<file path="src/rtl/spi_xfer_ctrl.sv">
// Multi-byte SPI transaction controller in front of SpiMaster; owns CS framing.
// Optional SPI_XFER_FILL_EN: a TX stall in LOAD sends filler 8'hFF instead of waiting.
module spi_xfer_ctrl #(
    parameter int MAX_LEN  = 16,
    parameter int LEN_W    = $clog2(MAX_LEN),
    parameter int CS_SETUP = 4,
    parameter int CS_HOLD  = 4
) (
    input  logic             iClk,
    input  logic             iRst,
    input  logic             iCmdValid,
    output logic             oCmdReady,
    input  logic [LEN_W-1:0] iCmdLen,
    input  logic             iTxValid,
    input  logic [7:0]       iTxData,
    output logic             oTxReady,
    output logic             oRxValid,
    output logic [7:0]       oRxData,
    output logic             oBusy,
    output logic             oDone,
    output logic [7:0]       oMstDin,
    output logic             oMstStart,
    input  logic [7:0]       iMstDout,
    input  logic             iMstReady,
    output logic             oSpiCs
);

    localparam int CS_MAX = (CS_SETUP > CS_HOLD) ? CS_SETUP : CS_HOLD;
    localparam int CNT_W  = $clog2(CS_MAX + 1);
    localparam logic [CNT_W-1:0] SETUP_LAST = CNT_W'(CS_SETUP - 1);
    localparam logic [CNT_W-1:0] HOLD_LAST  = CNT_W'(CS_HOLD - 1);

    typedef enum logic [2:0] {
        IDLE,
        SETUP,
        LOAD,
        XFER,
        HOLD
    } state_t;

    state_t           state;
    logic [LEN_W-1:0] lenQ;
    logic [LEN_W-1:0] byteCnt;
    logic [CNT_W-1:0] csCnt;

    always_ff @(posedge iClk or posedge iRst) begin
        if (iRst) begin
            state     <= IDLE;
            lenQ      <= '0;
            byteCnt   <= '0;
            csCnt     <= '0;
            oSpiCs    <= 1'b1;
            oCmdReady <= 1'b1;
            oTxReady  <= 1'b0;
            oRxValid  <= 1'b0;
            oRxData   <= '0;
            oBusy     <= 1'b0;
            oDone     <= 1'b0;
            oMstDin   <= '0;
            oMstStart <= 1'b0;
        end else begin
            oMstStart <= 1'b0;
            oRxValid  <= 1'b0;
            oDone     <= 1'b0;
            unique case (state)
                IDLE: begin
                    if (iCmdValid) begin
                        lenQ      <= iCmdLen;
                        byteCnt   <= '0;
                        csCnt     <= '0;
                        oSpiCs    <= 1'b0;
                        oCmdReady <= 1'b0;
                        oBusy     <= 1'b1;
                        state     <= SETUP;
                    end
                end
                SETUP: begin
                    if (csCnt == SETUP_LAST) begin
                        csCnt    <= '0;
                        oTxReady <= 1'b1;
                        state    <= LOAD;
                    end else begin
                        csCnt <= csCnt + 1'b1;
                    end
                end
                LOAD: begin
                    if (iTxValid) begin
                        oMstDin   <= iTxData;
                        oMstStart <= 1'b1;
                        oTxReady  <= 1'b0;
                        state     <= XFER;
                    end
`ifdef SPI_XFER_FILL_EN
                    // filler keeps SCLK running; TX stream is not consumed
                    else begin
                        oMstDin   <= 8'hFF;
                        oMstStart <= 1'b1;
                        oTxReady  <= 1'b0;
                        state     <= XFER;
                    end
`endif
                end
                XFER: begin
                    if (iMstReady) begin
                        oRxData  <= iMstDout;
                        oRxValid <= 1'b1;
                        if (byteCnt == lenQ) begin
                            csCnt <= '0;
                            state <= HOLD;
                        end else begin
                            byteCnt  <= byteCnt + 1'b1;
                            oTxReady <= 1'b1;
                            state    <= LOAD;
                        end
                    end
                end
                HOLD: begin
                    if (csCnt == HOLD_LAST) begin
                        oSpiCs    <= 1'b1;
                        oDone     <= 1'b1;
                        oCmdReady <= 1'b1;
                        oBusy     <= 1'b0;
                        state     <= IDLE;
                    end else begin
                        csCnt <= csCnt + 1'b1;
                    end
                end
                default: state <= IDLE;
            endcase
        end
    end

endmodule

</file>
<file path="config.mk">
export PLATFORM = sky130hd
export DESIGN_NAME = spi_xfer_ctrl
export DESIGN_NICKNAME = d
export VERILOG_FILES = /design/src/rtl/spi_xfer_ctrl.sv
export SDC_FILE = /design/constraint.sdc
export NUM_CORES = 1
export LEC_CHECK = 0
export CORE_ASPECT_RATIO = 1.25
export CORE_MARGIN = 2
export CORE_UTILIZATION = 47
export CTS_CLUSTER_SIZE = 28
export DETAILED_ROUTE_END_ITERATION = 8
export GPL_ROUTABILITY_DRIVEN = 0
export GPL_TIMING_DRIVEN = 0
export PLACE_DENSITY_LB_ADDON = 0.05
export SYNTH_ARGS = -nofsm -noshare
export SYNTH_HDL_FRONTEND = slang
export SYNTH_SLANG_ARGS = --single-unit
export TNS_END_PERCENT = 10
</file>
<file path="constraint.sdc">
create_clock -name iClk -period 1.65 [get_ports iClk]
set_input_delay 0.165 -clock iClk [delete_from_list [all_inputs] [get_ports iClk]]
set_output_delay 0.165 -clock iClk [all_outputs]
set_load 0.03 [all_outputs]
</file>
Yosys cells after proc, flatten, opt, wreduce, memory -nomap -nowiden
Cells that the tools add are included.
{"block": "word_totals", "inputBits": 25, "rom_bits": 0, "latch_bits": 0, "regBits": 36, "memories": 0, "ramBits": 0}
{"block": "classes", "div": 0, "n_reduce_logical": 13, "order_cmp": 0, "muxes": 33, "n_eq_ne": 14, "multipliers": 0, "addsub": 2, "bitwise_logic": 0, "shift": 0}
{"operator": "two-way mux 3 bit", "n": 11}
{"operator": "!= test 2 bit, second input constant", "n": 8}
{"operator": "case mux 3 bit (5 select lines)", "n": 1}
{"operator": "AND reduction 5 bit", "n": 3}
{"operator": "two-way mux 1 bit", "n": 13}
{"operator": "two-way mux 4 bit", "n": 3}
{"operator": "case mux 3 bit (4 select lines)", "n": 1}
{"operator": "equality test 3 x 2 -> 1 bit, second input constant", "n": 3}
{"operator": "case mux 4 bit (2 select lines)", "n": 1}
{"operator": "AND reduction 2 bit", "n": 3}
{"operator": "adder 4 x 1 -> 4 bit, second input constant", "n": 1}
{"operator": "equality test 4 bit", "n": 1}
{"operator": "case mux 1 bit (2 select lines)", "n": 2}
{"operator": "AND reduction 4 bit", "n": 1}
{"operator": "nonzero test 2 bit", "n": 2}
{"operator": "nonzero test 4 bit", "n": 1}
{"operator": "adder 3 x 1 -> 3 bit, second input constant", "n": 1}
{"operator": "equality test 3 x 1 -> 1 bit, second input constant", "n": 1}
{"operator": "equality test 3 bit, second input constant", "n": 1}
{"operator": "zero test 3 bit", "n": 1}
{"operator": "case mux 1 bit (3 select lines)", "n": 1}
{"operator": "AND reduction 3 bit", "n": 1}
{"operator": "nonzero test 3 bit", "n": 1}

Logic depth before layout (Yosys ltp)
{"block": "depth", "word_depth": 4, "depth_mapped": 7, "depth_no_buf": 7}

Worst setup path after synthesis
Ideal clock, no wire load.
{"block": "synth_path", "path_kind": "register -> register", "start": "reg csCnt[0]", "end": "reg csCnt[2]", "path_slack_ns": 0.141, "arrival_time_ns": 1.379, "stages_incl_launch_ff": 6, "required_time_ns": 1.520, "setup_ns": 0.130, "path_cell_list": "dfrtp_1 -> ha_1 -> ha_1 -> nor4b_2 -> o22a_1 -> o32ai_1"}
{"block": "synth_via", "elab_chain_cells": 3, "word_cells_on_any_way": 7, "classes_between": "add/sub: 1; eq/ne: 2; mux: 3; reduce/logical: 1"}
{"item": "start: declaration", "line_no": "44", "source": "logic [CNT_W-1:0] csCnt;"}
{"item": "start signal: assignment", "line_no": "83", "source": "csCnt <= csCnt + 1'b1;"}
{"item": "start signal: assignment", "line_no": "125", "source": "csCnt <= csCnt + 1'b1;"}
{"item": "adder 3 x 1 -> 3 bit / equality test 3 x 2 -> 1 bit (equally long branches)"}
{"item": "two-way mux 3 bit (tied with other cells)", "line_no": "118", "source": "if (csCnt == HOLD_LAST) begin"}
{"item": "case mux 3 bit (4 select lines) / AND reduction 5 bit (equally long branches)"}
Several ways; a longest one is shown, not always the timed one. The select of a mux whose other input is x is not followed.
A chain may end at the register's enable or synchronous reset.

Final worst setup path
Ends and elaborated chain as after synthesis.

==> summary.md <==
| Metric | Value |
|---|---|
| Vias in the first global route | 1394 |
| Area of the multi-input gates | 696.9 um^2 |
| Number of synthesized flops with an enable pin | 0 |
| Finished Layout Cells | 252 |
| Register cell area after layout | 902.1 um^2 |
| Post-layout min period | 1.581 ns |
| Floorplan row count | 24 |
| WHS | approximately 0.33 ns |
| Sequential fraction of the synthesis area | between 50% and 60% |
| Metal2 WL | 1949 um |
| Reg2Reg Capture Point | csCnt[2] |
| Async S/R FF share, synth | 100.0% |
| Maxcap violations | 0 |
| Post-Place Worst Slack | -0.1760 ns |
| Crit-path max FO | 5 |
| Worst skew pair latency | 0.29 ns |
| WL final | 3709 um |
| Setup CP Type | register to register |
| Cell accounting for the most synthesized area | dfrtp_1 |
| Total Power | about 4.2 mW |
| Placement Cell Area | 0.002171 mm^2 |
| Number of nets produced by synthesis | between 150 and 200 |
| Die Ht | 70.28 um |
| Avg Cell Area, Syn | 10.59 um^2 |
| Reg2Reg Setup Slack | 0.07 ns |
| Worst Slack Setup Final | 0.06894 ns |
| Slew Limit Fails | 0 |
| Worst-Margin Slew | 0.7506 ns |
| Vias | 1303 |
| WL/cell | 14.72 um |
| Num CTS Buffers | 5 |
| Clock sink total | 36 |
| DR vias/cell | 5.171 |
| Worst setup path end | csCnt[2] |
| WL met1 | 1498 um |
| Fin crit share | between 90 and 100% |
| Tot GR Track Use | between 10% and 20% |
| Clock Path Buffers | 2 |
| DRC Markers | 0 |
| Slew HR | 49.89% |
| Nets | 241 |
| Starting Density | 48.25% |
| Largest net degree at the start of global routing | 37 |
| # IOs | between 40 and 50 |
| Die width | 57.02 um |
| Met3 wire length | 205 um |
| Final Hold Viols | 0 |
| Crit path from | csCnt[0] |
| Post-DP HPWL | 2715 um |
| Core Footprint | 0.003423 mm^2 |
| Worst Clk Skew | 0.003333 ns |
| Critical path's largest stage delay | 0.40 ns |
| Commonest non-fill, non-tap cell in the layout | clkdlybuf4s50_1 |
| Worst r2r src | csCnt[0] |
| Final ANT Viol Nets | 0 |
| Grt ovf | 0 |
| Yosys warning count | 0 |
| Synth Register Bits | 36 |
| Startpoint types | register |
| Outcome | complete, no violations |
| Area Overhead vs Synth | 38.56% |
| Final Core Density | 66.85% |
| CTS H-tree lvls | 2 |
| Pre-antenna DRT Iters | 4 |
| Crit-path cells | ha_1, ha_2, nor4b_4, o22a_1, o32ai_1 |
| Prevailing post-synth register cell | dfrtp_1 |
| DR top layer | met4 |
| Clock slew at reported path FFs | 0.07 ns |
| Type of the worst min-delay path | input pin to async pin |
| IO buf count | 47 |
| Die Footprint | 0.004007 mm^2 |
| Synth top area cells | dfrtp_1, nand2_1, mux2_2 |
| DR iter-0 viols | 53 |
| Final setup fails | 0 |
| Arr. time, crit path | 1.75 ns |
| Yosys cell types | 35 |
| Worst setup EP type | register |
| Mapped Area | 0.001652 mm^2 |
| Layout cells sized above 1 | between 10 and 15% |
| TNS Setup | 0 ns |
| Peak supply drop | 1.226 mV |
| Initial antenna violation count | 0 |
| Placed Cells | 242 |
| F_max | 632.5 MHz |
| Slowest-stage cell, CP | dfrtp_1 |
| Final instance area | 0.002288 mm^2 |
| Diodes inserted | 0 |
| WP data required | 1.82 ns |
| Root Driver | clkbuf_8 |
| Post-synthesis cell count | between 150 and 200 |
| Area share of the largest cell type after synthesis | 53.03% |
| CTS tree | built |
| Most frequent cells in the layout | clkdlybuf4s50_1, nand2_1, dfrtp_1 |
| Cell Pwr Density | 1837 mW/mm^2 |
| Fillers | 294 |
| Reg2Reg Depth | 5 |
| P_leak | roughly 1.1 nW |
| Global-route wire length before repair | 6058 um |
==> layout make-up <==
class	count	area share, %
sequential	36	39.42
inverter	10	1.640
timing repair buffer	49	21.10
tap	39	2.132
multi-input combinational	104	30.45
clock buffer	8	3.499
buffer	6	1.750
==> kinds of logic after synthesis <==
kind of cell               after synthesis  share of synthesized area [%]
buffers and inverters                   16                          4.393
adders and majority gates                4                          3.030
AOI/OAI and AO/OA                       18                          8.486
muxes                                   11                          7.273
DFF                                     36                          54.62
and+or+nand+nor                         66                          19.54
xor gates and xnor gates                 5                          2.651
==> layer usage <==
metal / track usage (%) / vias up
met5: 0 / -
met4: 6.977 / 0
met3: 7.037 / 6
met2: 34.36 / 32
met1: 21.39 / 630
li1: - / 635
==> where the power goes <==
group          leakage [nW]  internal, mW  switching (mW)
logic                 0.580         0.945            1.19
clock network        0.0395         0.300           0.300
registers             0.448          1.24           0.232
total                  1.07          2.48            1.72
==> state kept, by name, indices dropped and copies added (netlist names) <==
name / count
byteCnt: 4
oMstDin: 8
oRxData: 8
lenQ: 4
oSpiCs: 1
state: 3
oTxReady: 1
csCnt: 3
oRxValid: 1
oDone: 1
oBusy: 1
oMstStart: 1
==> repair_timing <==
item | CTS | global route
hold buffers | 0 | 0
pin swaps | 1 | 1
hold endpoints to repair | 0 | 0
gates resized for setup | 4 | 4
setup endpoints to repair | 6 | 16
setup buffers | 0 | 2
==> worst min path at each step <==
stage	to	slack [ns]	depth (start not counted)
2_1_floorplan	lenQ[0]	0.27	2
3_3_place_gp	oRxData[2]	0.46	2
3_5_place_dp	oRxData[2]	0.46	2
4_1_cts	oRxData[3]	0.40	3
5_1_grt	oTxReady	0.40	2
6_report	csCnt[1]	0.33	2
==> critical path, delay by kind of cell, from the launching register on <==
family / cells / cell delay (ns)
AOI/OAI and AO/OA: 2 / 0.33
adders and majority gates: 2 / 0.44
DFF: 1 / 0.40
and+or+nand+nor: 1 / 0.29
==> cells in the mapped netlist (3+ instances only) <==
cell and n:
nor2_1 6, o21ai_0 4, xnor2_1 5, dfrtp_1 35
a21oi_1 4, nand3_1 7, inv_1 9, mux2i_1 3
buf_2 4, mux2_2 8, ha_1 4, nand2_1 40
No activity file was read; power rests on OpenSTA's default activity.
==> variant (config.mk and constraints unchanged) <==
Reset style: synchronous (`iRst`), changed in one clocked block.
--- a/src/rtl/spi_xfer_ctrl.sv
+++ b/src/rtl/spi_xfer_ctrl.sv
@@ -43,7 +43,7 @@
     logic [LEN_W-1:0] byteCnt;
     logic [CNT_W-1:0] csCnt;
 
-    always_ff @(posedge iClk or posedge iRst) begin
+    always_ff @(posedge iClk) begin
         if (iRst) begin
             state     <= IDLE;
             lenQ      <= '0;
Behaviour: differs if iRst is asserted again (counterexample within 4 cycles, from zero or initial values and one cycle with iRst high); with iRst held inactive, the same outputs for 10 cycles.
==> variant against the unedited design <==
- the run now ends with negative setup slack left
- critical path type unchanged
- hold slack better by 79 ps
- worst setup slack worse by 77 ps
- final area up 1.6%
- area after synthesis down 0.76%
- wire length up 7.4%
- sequential cell count unchanged
Power is not compared: it rests on default switching activity, and its combinational part moved more than twofold at a synthesized area within 25%.
==> variant: results (changes against the unedited design) <==
Status
  – Status: finished, violations left
  – Failing checks: negative setup slack

Final layout
  – Layout Nets: 276 (+15%)
  – Share of cells above drive strength 1: 12.9% (-1.2 points)
  – Regs by FF count: oMstDin x8, oRxData x8
  – Ant diodes: 0 (unchanged)

CTS
  – H-tree levels: 2 (unchanged)
  – CTS clk-pin slew, worst paths: 70 ps (about the same)
  – Num CTS Buffers: 5 (unchanged)

Routing
  – Routed WL per cell: 13.9 um (-5.7%)
  – Initial DRC count: 54 (+1.9%)
  – First-pass DRT Iterations: 4 (unchanged)
  – Routed vias: 1524 (+17%)
  – Vias per cell: 5.31 (+2.7%)

Placed design
  – Dpl hpwl: 2.89 mm (+6.6%)
  – Dpl cell area: 2160 um2 (-0.46%)

Synthesis
  – Post-synthesis sequential area ratio: 44.0% (-11 points)
  – Ys Warns: 0 (unchanged)
  – Top post-synthesis cells by area: dfxtp_1 (44%), nand2_1 (9.2%), a21oi_1 (7.0%), ha_1 (3.1%), xnor2_1 (2.7%)
  – Async S/R FF share, synth: 0% (-100 points)
  – Syn Nets: 219 (+18%)
  – Top cells by instance count after synthesis: nand2_1 (40), dfxtp_1 (36), a21oi_1 (23)
  – Distinct cells, synth: 43 (+23%)
  – Post-Synthesis Cells: 190 (+22%)

Worst setup path
  – Delay of the slowest critical-path stage: 470 ps (+70 ps)
  – Slowest CP cell: nor4b_4
  – CP Max Fanout: 6 (+1)

Hold path
  – Hold Path Class: primary input to register

Timing
  – Setup violators final: 1 (+1)
  – Post-route setup slack: -7.67 ps (-76.6 ps)
  – Setup_tns: -7.67 ps (-7.67 ps)
  – Actual slew at the worst max-slew pin: 503 ps (-248 ps)
  – Clock skew: 5.83 ps (+2.49 ps)
  – Hold Slack: 413 ps (+79.3 ps)

Global routing
  – GRT Total Usage: 21.3% (+1.7 points)
  – Largest net degree at the start of global routing: 12 (-68%)
  – Wire length of the first global-routing pass: 6.64 mm (+9.7%)

Power
  – Maximum vdd drop: 0.000651 V
variant: worst paths after layout:
| kind | cells past startpoint | to | startpoint |
|---|---|---|---|
| max reg2reg | 5 | byteCnt[3]$_SDFFE_PP0P_ | state[1]$_SDFFE_PP0P_ |
| min | 3 | oRxData[4]$_SDFFE_PP0P_ | iMstDout[4] |
| max | 5 | byteCnt[3]$_SDFFE_PP0P_ | state[1]$_SDFFE_PP0P_ |
| min reg2reg | 2 | oMstDin[5]$_SDFFE_PP0P_ | oMstDin[5]$_SDFFE_PP0P_ |
variant: final cells by class:
cell class	count	area [um2]
fill	281	1100
multi-input combinational	139	885
sequential	36	722
timing repair buffer	50	490
clock buffer	7	86.3
buffer	12	75.1
tap	39	48.8
inverter	3	11.3
clock inverter	1	7.51
variant: stage by stage:
stage               total power, mW  setup slack, ps  utilization (%)
floorplan                      1.03             14.5                -
global placement               1.13             -415             63.1
detailed placement             1.13             -437             63.1
CTS                            1.80            -29.1             67.5
global route                   1.85            -76.2             67.9
finish                         1.78            -7.67             67.9
variant: worst max-delay path: cells and delay by family (launching register included):
kind                   cells  cell delay [ps]
flip-flops                 1              310
buffers and inverters      1              160
AO/OA/AOI/OAI              2              380
AND/OR/NAND/NOR            2              690
variant: logic make-up (layout without fill, tap and decap cells):
logic type / count (synthesis) / in the layout / share of synthesized area (%)
adder cells (fa/ha/maj): 4 / 4 / 3.05
AND/OR/NAND/NOR: 83 / 83 / 26.5
AO/OA/AOI/OAI: 42 / 42 / 15.0
flip-flops: 36 / 36 / 44.0
buffers and inverters: 15 / 73 / 5.04
multiplexers: 5 / 5 / 3.82
XOR/XNOR: 5 / 5 / 2.67
variant: what timing repair did:
action	4_1_cts	5_1_grt
endpoints found under the hold margin	0	0
buffers inserted	2	1
setup endpoints to repair	16	10
cloned	0	0
pin swaps	1	2
gates resized for setup	9	5
variant: power groups by stage:
stage               combinational [mW]  clock (mW)  sequential (mW)
floorplan                        0.106           0            0.925
global placement                 0.212           0            0.916
detailed placement               0.217           0            0.917
CTS                              0.222       0.675            0.898
global route                     0.240       0.709            0.900
finish                           0.221       0.662            0.898
variant: per-layer routing:
layer | up-vias | share of wire, % | track usage, %
li1 | 769 | - | -
met1 | 711 | 42 | 23.2
met2 | 37 | 51 | 37.1
met3 | 7 | 5.3 | 7.22
met4 | 0 | 2.0 | 9.30
met5 | - | 0 | 0
